File: src/rtl/demux4_32bits_buf.sv
// Registered 1-to-4 demultiplexer. Each destination has a single-entry buffer
// with its own valid/ready handshake and a popped-word counter.

module demux4_32bits_buf_lane #(
  parameter int WIDTH = 32,
  parameter int CNT_W = 16
) (
  input  logic             clk,
  input  logic             rst_n,
  input  logic             push,
  input  logic [WIDTH-1:0] din,
  input  logic             rdy,
  output logic             vld,
  output logic [WIDTH-1:0] dout,
  output logic [CNT_W-1:0] cnt
);
  logic             vld_q, vld_d;
  logic [WIDTH-1:0] data_q, data_d;
  logic [CNT_W-1:0] cnt_q, cnt_d;
  logic             pop;

  assign pop = vld_q & rdy;

  // A same-cycle pop and push leaves the entry full with the new word.
  always_comb begin
    vld_d  = vld_q;
    data_d = data_q;
    cnt_d  = cnt_q;
    if (pop) begin
      vld_d = 1'b0;
      cnt_d = cnt_q + 1'b1;
    end
    if (push) begin
      vld_d  = 1'b1;
      data_d = din;
    end
  end

  always_ff @(posedge clk or negedge rst_n) begin
    if (!rst_n) begin
      vld_q  <= 1'b0;
      data_q <= '0;
      cnt_q  <= '0;
    end else begin
      vld_q  <= vld_d;
      data_q <= data_d;
      cnt_q  <= cnt_d;
    end
  end

  assign vld  = vld_q;
  assign dout = data_q;
  assign cnt  = cnt_q;
endmodule

module demux4_32bits_buf #(
  parameter int WIDTH = 32,
  parameter int CNT_W = 16
) (
  input  logic             clk,
  input  logic             rst_n,
  input  logic             in_valid,
  output logic             in_ready,
  input  logic [1:0]       choice,
  input  logic [WIDTH-1:0] in_data,
  output logic [3:0]       out_valid,
  input  logic [3:0]       out_ready,
  output logic [WIDTH-1:0] out0,
  output logic [WIDTH-1:0] out1,
  output logic [WIDTH-1:0] out2,
  output logic [WIDTH-1:0] out3,
  output logic [CNT_W-1:0] cnt0,
  output logic [CNT_W-1:0] cnt1,
  output logic [CNT_W-1:0] cnt2,
  output logic [CNT_W-1:0] cnt3,
  output logic             busy
);
  localparam int NUM_LANES = 4;

  logic [NUM_LANES-1:0]            push, vld;
  logic [NUM_LANES-1:0][WIDTH-1:0] dout;
  logic [NUM_LANES-1:0][CNT_W-1:0] cnt;

  // Readiness looks only at the addressed lane, so a stalled lane blocks nobody else.
  assign in_ready = !vld[choice] | out_ready[choice];

  for (genvar g = 0; g < NUM_LANES; g++) begin : g_lane
    assign push[g] = in_valid & in_ready & (choice == 2'(g));
    demux4_32bits_buf_lane #(.WIDTH(WIDTH), .CNT_W(CNT_W)) u_lane (
      .clk  (clk),
      .rst_n(rst_n),
      .push (push[g]),
      .din  (in_data),
      .rdy  (out_ready[g]),
      .vld  (vld[g]),
      .dout (dout[g]),
      .cnt  (cnt[g])
    );
  end

  assign out_valid = vld;
  assign busy      = |vld;
  assign out0 = dout[0];
  assign out1 = dout[1];
  assign out2 = dout[2];
  assign out3 = dout[3];
  assign cnt0 = cnt[0];
  assign cnt1 = cnt[1];
  assign cnt2 = cnt[2];
  assign cnt3 = cnt[3];
endmodule
File: config.mk
export PLATFORM = sky130hd
export DESIGN_NAME = demux4_32bits_buf
export DESIGN_NICKNAME = d
export VERILOG_FILES = /design/src/rtl/demux4_32bits_buf.sv
export SDC_FILE = /design/constraint.sdc
export NUM_CORES = 1
export LEC_CHECK = 0
export ABC_AREA = 1
export CORE_ASPECT_RATIO = 1.4
export CORE_MARGIN = 8
export CORE_UTILIZATION = 31
export CTS_BUF_LIST = sky130_fd_sc_hd__clkbuf_4
export DETAILED_ROUTE_END_ITERATION = 16
export PLACE_DENSITY_LB_ADDON = 0.3
export SYNTH_ARGS = -nofsm -noshare
export SYNTH_HDL_FRONTEND = slang
export SYNTH_SLANG_ARGS = --single-unit
export TNS_END_PERCENT = 100
File: constraint.sdc
create_clock -name clk -period 4.1 [get_ports clk]
set_input_delay 0.41 -clock clk [delete_from_list [all_inputs] [get_ports clk]]
set_output_delay 0.41 -clock clk [all_outputs]
set_load 0.05 [all_outputs]
==> run_results.csv, run 1 <==
group,metric,value,unit
pwr,leakage,5.589,nW
grt,grtUsageTotal,16.66,%
worst_setup_path,worstPathRequired,3690,ps
floorplanning,die_h,213.9,microns
final_layout,layout-drive-gt1-share,4.609,%
sta,finClkSkew,19.28,ps
yosys,synth.top_cell.area_share,56.57,%
min_path,hold_path_class,"in2async",
yosys,synth.lib_cells_used.distinct,24,
floorplanning,core_area,0.02757,sq mm
worst_setup_path,r2r_slack,2060,ps
final_layout,multiInputGateArea,0.003232,sq mm
floorplanning,die-area,0.03365,sq mm
pwr,power_frac_comb,42.6,%
pwr,p_switching,2.742,mW
clocking,cts_root_buf,"clkbuf_4",
clocking,cts_sinks,196,
run_status,status,"completed",
clocking,clockBufferDepth,2,
yosys,ys_ff_latch,196,
sta,hold_violations,0,
floorplanning,ioPinCount,239,
placed_design,placed_cells,1553,
worst_setup_path,r2r_cells,8,
sta,min_period,2641,ps
yosys,syn_area,0.008671,sq mm
yosys,synth_area_per_cell,8.758,sq um
sta,whs,387.9,ps
route,drc,0,
floorplanning,row_count,72,
sta,worstMarginPinSlew,890.4,ps
sta,period_share,64.41,%
yosys,synth_nets,1035,
pwr,powerDensity,524.3,mW/mm^2
final_layout,regArea,0.004905,sq mm
worst_setup_path,endpoint_kind,"output pin",
floorplanning,die_w,157.3,microns
yosys,netlist_instances,990,
placed_design,io_buffer_count,238,
route,ant_nets,0,
grt,grt_pass1_wl,43.59,mm
yosys,synth_seq_area_share,56.57,%
yosys,yosys_warnings,0,
clocking,post-cts-setup-buffer-count,0,
final_layout,final_common_cell,"nand2_1",
worst_setup_path,r2r_end,"g_lane[3].u_lane.dout[13]$_DFFE_PN0P_",
sta,finalSetupViolations,0,
worst_setup_path,path_class,"in2out",
pwr,intPower,3.342,mW
grt,grt_pass1_vias,7658,
clocking,path_clk_slew,160,ps
placed_design,gp_congestion,0.8111,
route,vias,7514,
pwr,ir_drop,242.2,uV
final_layout,area_delta_synth_final,33.82,%
sta,max_slew_margin,40.64,%
final_layout,fin_cells,1586,
sta,report.final.slew_viol_count,0,
sta,grt_setup_unrepaired,"false",
clocking,clk-insertion-delay-late,570,ps
job,timing.max_cap.violations,0,
placed_design,hpwl,19.19,mm
worst_setup_path,cp.arrival,2230,ps
pwr,seqPwrFrac,41.5,%
route,drt_first_pass_iters,4,
route,drt-total-wl,27.69,mm
worst_setup_path,critPathMaxFanout,41,
worst_setup_path,reg2reg_from,"g_lane[0].u_lane.vld$_DFFE_PN0P_",
sta,finalSetupTns,0,ps
clocking,cts_tree,"done",
sta,clock.fmax,378.7,MHz
grt,antenna_found_initial,1,
grt,grt_max_degree,89,
route,routedWlPerCell,17.46,microns
clocking,cts_max_level,4,
clocking,cts_buffers,17,
route,drt_iter0_drc,391,
yosys,yosysTopAreaCell,"dfrtp_1",
final_layout,fillers,2785,
floorplanning,start_util,31.45,%
final_layout,layout.nets,1248,
pwr,switching_share,45.07,%
yosys,ys_top_cells_by_area,"dfrtp_1 (57%), nand2_1 (17%), nand4_1 (10%)",
worst_setup_path,worstSetupStartpointType,"primary input",
final_layout,final_cell_mix,"nand2_1 (389), clkdlybuf4s50_1 (235), dfrtp_1 (196)",
route,vias_per_cell,4.738,
grt,grt-ovfl-total,0,
pwr,clockPowerShare,15.9,%
registers in the layout (all words and copies together), names as in the netlist:
| register | cells |
|---|---|
| g_lane.u_lane.dout | 128 |
| g_lane.u_lane.vld | 4 |
| g_lane.u_lane.cnt | 64 |
per-stage QoR:
stage | utilization, % | total power [mW] | cell area, sq um | setup slack [ps]
after floorplan | - | 4.152 | 8671 | 2347
after global placement | 41.18 | 5.161 | 11350 | 1286
after detailed placement | 41.18 | 5.181 | 11350 | 1288
after CTS | 42.08 | 6.190 | 11600 | 1427
after global routing | 42.09 | 6.415 | 11600 | 1312
final | 42.09 | 6.084 | 11600 | 1459
repair_timing:
action | 4_1_cts | 5_1_grt
gates resized for setup | 0 | 0
hold buffers | 1 | 0
hold endpoints to repair | 75 | 0
routing by layer:
| layer | track usage (%) | wire, microns | part of all wire, % | up-vias |
|---|---|---|---|---|
| met3 | 5.123 | 1936 | 7.0 | 21 |
| met5 | 0 | 0 | 0 | - |
| met1 | 19.98 | 11630 | 42 | 3629 |
| met2 | 28.18 | 13680 | 49 | 208 |
| li1 | - | - | - | 3656 |
| met4 | 5.135 | 439 | 1.6 | 0 |
worst max path at each step:
stage                                              startpoint                                     to  slack (ps)  cells past startpoint
after floorplan           g_lane[1].u_lane.cnt[1]$_DFFE_PN0P_   g_lane[1].u_lane.cnt[10]$_DFFE_PN0P_        2350                      6
after CTS                    g_lane[0].u_lane.vld$_DFFE_PN0P_                                   busy        1430                      3
after global placement                              choice[0]  g_lane[3].u_lane.dout[12]$_DFFE_PN0P_        1290                     10
after detailed placement                            choice[0]  g_lane[3].u_lane.dout[12]$_DFFE_PN0P_        1290                     10
after global routing                                choice[0]                               in_ready        1310                      9
final                                               choice[0]                               in_ready        1460                      9
synth_stat cells:
| master | count |
|---|---|
| mux2_2 | 1 |
| nand2_4 | 1 |
| nand2_1 | 389 |
| buf_2 | 16 |
| o21ai_0 | 9 |
| nor2_1 | 43 |
| a21oi_1 | 1 |
| inv_1 | 63 |
| nand3b_1 | 3 |
| xor2_1 | 22 |
| nand3_2 | 4 |
| nand4_1 | 138 |
| nor2_2 | 1 |
| nand3_1 | 26 |
| dfrtp_1 | 196 |
| nor2_4 | 1 |
| inv_2 | 1 |
| nor3b_1 | 1 |
| ha_1 | 4 |
| nor3_1 | 10 |
| buf_4 | 18 |
| buf_1 | 5 |
| clkbuf_1 | 20 |
| xnor2_1 | 17 |
worst max-delay path, cell delays in order:
cell             delay, ps
clkdlybuf4s50_1        700
inv_2                  120
nand2_1                 70
nand2_1                 50
nand2_1                 50
nand2_1                 80
nand2_4                120
buf_4                  400
buf_12                 200
cell type report:
cell class                 instances  area share, %
clock buffer                      17          1.100
inverter                          64          2.070
tap                              370          3.990
multi-input combinational        671          27.85
sequential                       196          42.27
antenna                            1        0.02157
clock inverter                    14         0.9705
timing repair buffer             253          21.73
cell families (layout without fill, tap and decap cells):
group | after synthesis | after routing | share of synthesized area [%]
and+or+nand+nor | 617 | 617 | 31.88
DFF | 196 | 196 | 56.57
buffers and inverters | 123 | 348 | 6.335
xor gates and xnor gates | 39 | 39 | 3.939
AOI/OAI and AO/OA | 10 | 10 | 0.5771
adders and majority gates | 4 | 4 | 0.5772
muxes | 1 | 1 | 0.1299
other | 0 | 1 | 0
power groups by stage:
stage	Sequential, mW	Clock [mW]	Combinational, mW
final	2.53	0.964	2.59
after global routing	2.57	1.10	2.74
after CTS	2.53	1.04	2.63
after detailed placement	2.56	0	2.62
after global placement	2.56	0	2.60
after floorplan	3.70	0	0.453
(Power assumes the default switching activity.)
==> run 2, diff against run 1 <==
- clock period: 4.1 -> 2.4 ns (I/O delays scaled with it)
==> run_results.csv, run 2 (synthesis gave the netlist of run 1 again) <==
group,metric,value,unit
route,ant_nets,0,
min_path,hold_path_class,"in2reg",
pwr,leakage,5.706,nW
sta,worstMarginPinSlew,699.0,ps
route,vias,7595,
sta,max_slew_margin,53.04,%
worst_setup_path,r2r_slack,630,ps
clocking,cts_sinks,196,
worst_setup_path,worstPathRequired,2160,ps
job,timing.max_cap.violations,0,
worst_setup_path,worstPathCellList,"clkdlybuf4s50_1 -> inv_2 -> nand2_1 -> nand2_1 -> nand2_1 -> nand2_1 -> nand2_4 -> buf_12 -> buf_12",
worst_setup_path,cpPeakStageDelay,740,ps
final_layout,final_cell_mix,"nand2_1 (389), clkdlybuf4s50_1 (234), dfrtp_1 (196)",
sta,grt_setup_unrepaired,"false",
worst_setup_path,reg2reg_from,"g_lane[0].u_lane.vld$_DFFE_PN0P_",
placed_design,gp_congestion,0.8120,
worst_setup_path,path_class,"in2out",
placed_design,io_buffer_count,238,
final_layout,layout.nets,1255,
route,drc,0,
sta,finalSetupTns,0,ps
sta,finalSetupViolations,0,
grt,grt_pass1_vias,7726,
pwr,ir_drop,444.0,uV
sta,report.final.slew_viol_count,0,
worst_setup_path,cp-startpoint,"choice[0]",
min_path,min_from,"in_valid",
floorplanning,die_w,157.3,microns
sta,clock.fmax,454.6,MHz
final_layout,fin_util,42.86,%
floorplanning,core_area,0.02757,sq mm
clocking,cts_buffers,17,
final_layout,final_common_cell,"nand2_1",
clocking,cts_tree,"done",
worst_setup_path,cp.arrival,1960,ps
worst_setup_path,slowest_stage,"clkdlybuf4s50_1",
pwr,powerDensity,916.5,mW/mm^2
worst_setup_path,critPathMaxFanout,44,
sta,period_share,91.66,%
floorplanning,start_util,31.45,%
final_layout,largest_register_ffs,128,
worst_setup_path,worstSetupStartpointType,"primary input",
grt,grtUsageTotal,16.61,%
clocking,cts_root_buf,"clkbuf_4",
grt,grt_max_degree,86,
final_layout,layout-drive-gt1-share,5.397,%
clocking,cts_max_level,4,
grt,grt_pass1_wl,43.37,mm
route,drt_first_pass_iters,7,
clocking,path_clk_slew,160,ps
sta,finClkSkew,26.32,ps
clocking,clockBufferDepth,2,
route,drt-total-wl,27.55,mm
clocking,post-cts-setup-buffer-count,0,
route,vias_per_cell,4.762,
sta,hold_violations,0,
floorplanning,row_count,72,
run_status,status,"completed",
grt,grt-ovfl-total,0,
placed_design,hpwl,19.51,mm
final_layout,area_delta_synth_final,36.25,%
floorplanning,ioPinCount,239,
route,drt_iter0_drc,382,
route,routedWlPerCell,17.27,microns
grt,antenna_found_initial,2,
clocking,clk-insertion-delay-late,590,ps
floorplanning,die_h,213.9,microns
worst_setup_path,path_common_cell,"nand2_1",
worst_setup_path,endpoint_kind,"output pin",
floorplanning,die-area,0.03365,sq mm
sta,min_period,2200,ps
==> run 2: cell types whose count changed in the layout (fill, tap and decap cells not counted), moves of 2 or more <==
cell,delta
bufinv_16,+3
clkinvlp_4,-3
buf_4,+2
inv_8,+2
clkinv_1,-2
buf_12,+5
==> run 2: where the power goes <==
group          internal (mW)  leakage (nW)  switching [mW]
Sequential              3.87          2.46           0.444
Clock                  0.858         0.179            1.21
Combinational           1.36          3.07            3.09
Total                   6.09          5.71            4.74
==> run 2: area by class of cell <==
cell class / instances / area [sq um]
fillers: 2768 / 15750
diodes: 2 / 5.005
well taps: 370 / 462.9
inverters: 64 / 240.2
flip-flops and latches: 196 / 4905
repair buffers: 260 / 2635
multi-input cells: 671 / 3232
clock inverters: 14 / 198.9
clock buffers: 18 / 135.1
==> run 2: worst paths after layout <==
kind	end	depth (start not counted)
max	in_ready	9
min	g_lane[3].u_lane.dout[23]$_DFFE_PN0P_	3
max reg2reg	g_lane[0].u_lane.cnt[11]$_DFFE_PN0P_	6
min reg2reg	g_lane[0].u_lane.dout[15]$_DFFE_PN0P_	2
max in group asynchronous	g_lane[3].u_lane.dout[19]$_DFFE_PN0P_	3
min in group asynchronous	g_lane[3].u_lane.dout[9]$_DFFE_PN0P_	2
==> run 2: routing by layer <==
| metal | up-vias | GRT usage, % | wire length [microns] |
|---|---|---|---|
| li1 | 3661 | - | - |
| met2 | 237 | 28.00 | 13630 |
| met5 | - | 0 | 0 |
| met1 | 3669 | 19.78 | 11350 |
| met4 | 0 | 5.991 | 596 |
| met3 | 28 | 4.942 | 1970 |
==> run 2: worst max-delay path, delay by kind of cell <==
family	cells	cell delay, ps
buf+inv	4	1260
simple gates	5	430
==> run 2: stage by stage <==
stage | instances | cell area, sq um | worst slack [ps] | total power, mW | hold WS (ps)
finish | 1595 | 11810 | 200.2 | 10.83 | 83.93
global placement | 1560 | 11470 | 157.5 | 8.840 | 248.8
global route | 1595 | 11810 | 52.36 | 11.37 | 16.93
floorplan | 990 | 8671 | 646.6 | 7.093 | -55.59
CTS | 1593 | 11810 | 90.08 | 11.00 | 2.419
detailed placement | 1560 | 11470 | 158.3 | 8.874 | 255.7
==> run 2: what timing repair did <==
| item | 4_1_cts | 5_1_grt |
|---|---|---|
| gates resized for setup | 1 | 0 |
| endpoints found under the hold margin | 138 | 0 |
| hold buffers | 1 | 0 |
| endpoints found under the setup margin | 1 | 0 |
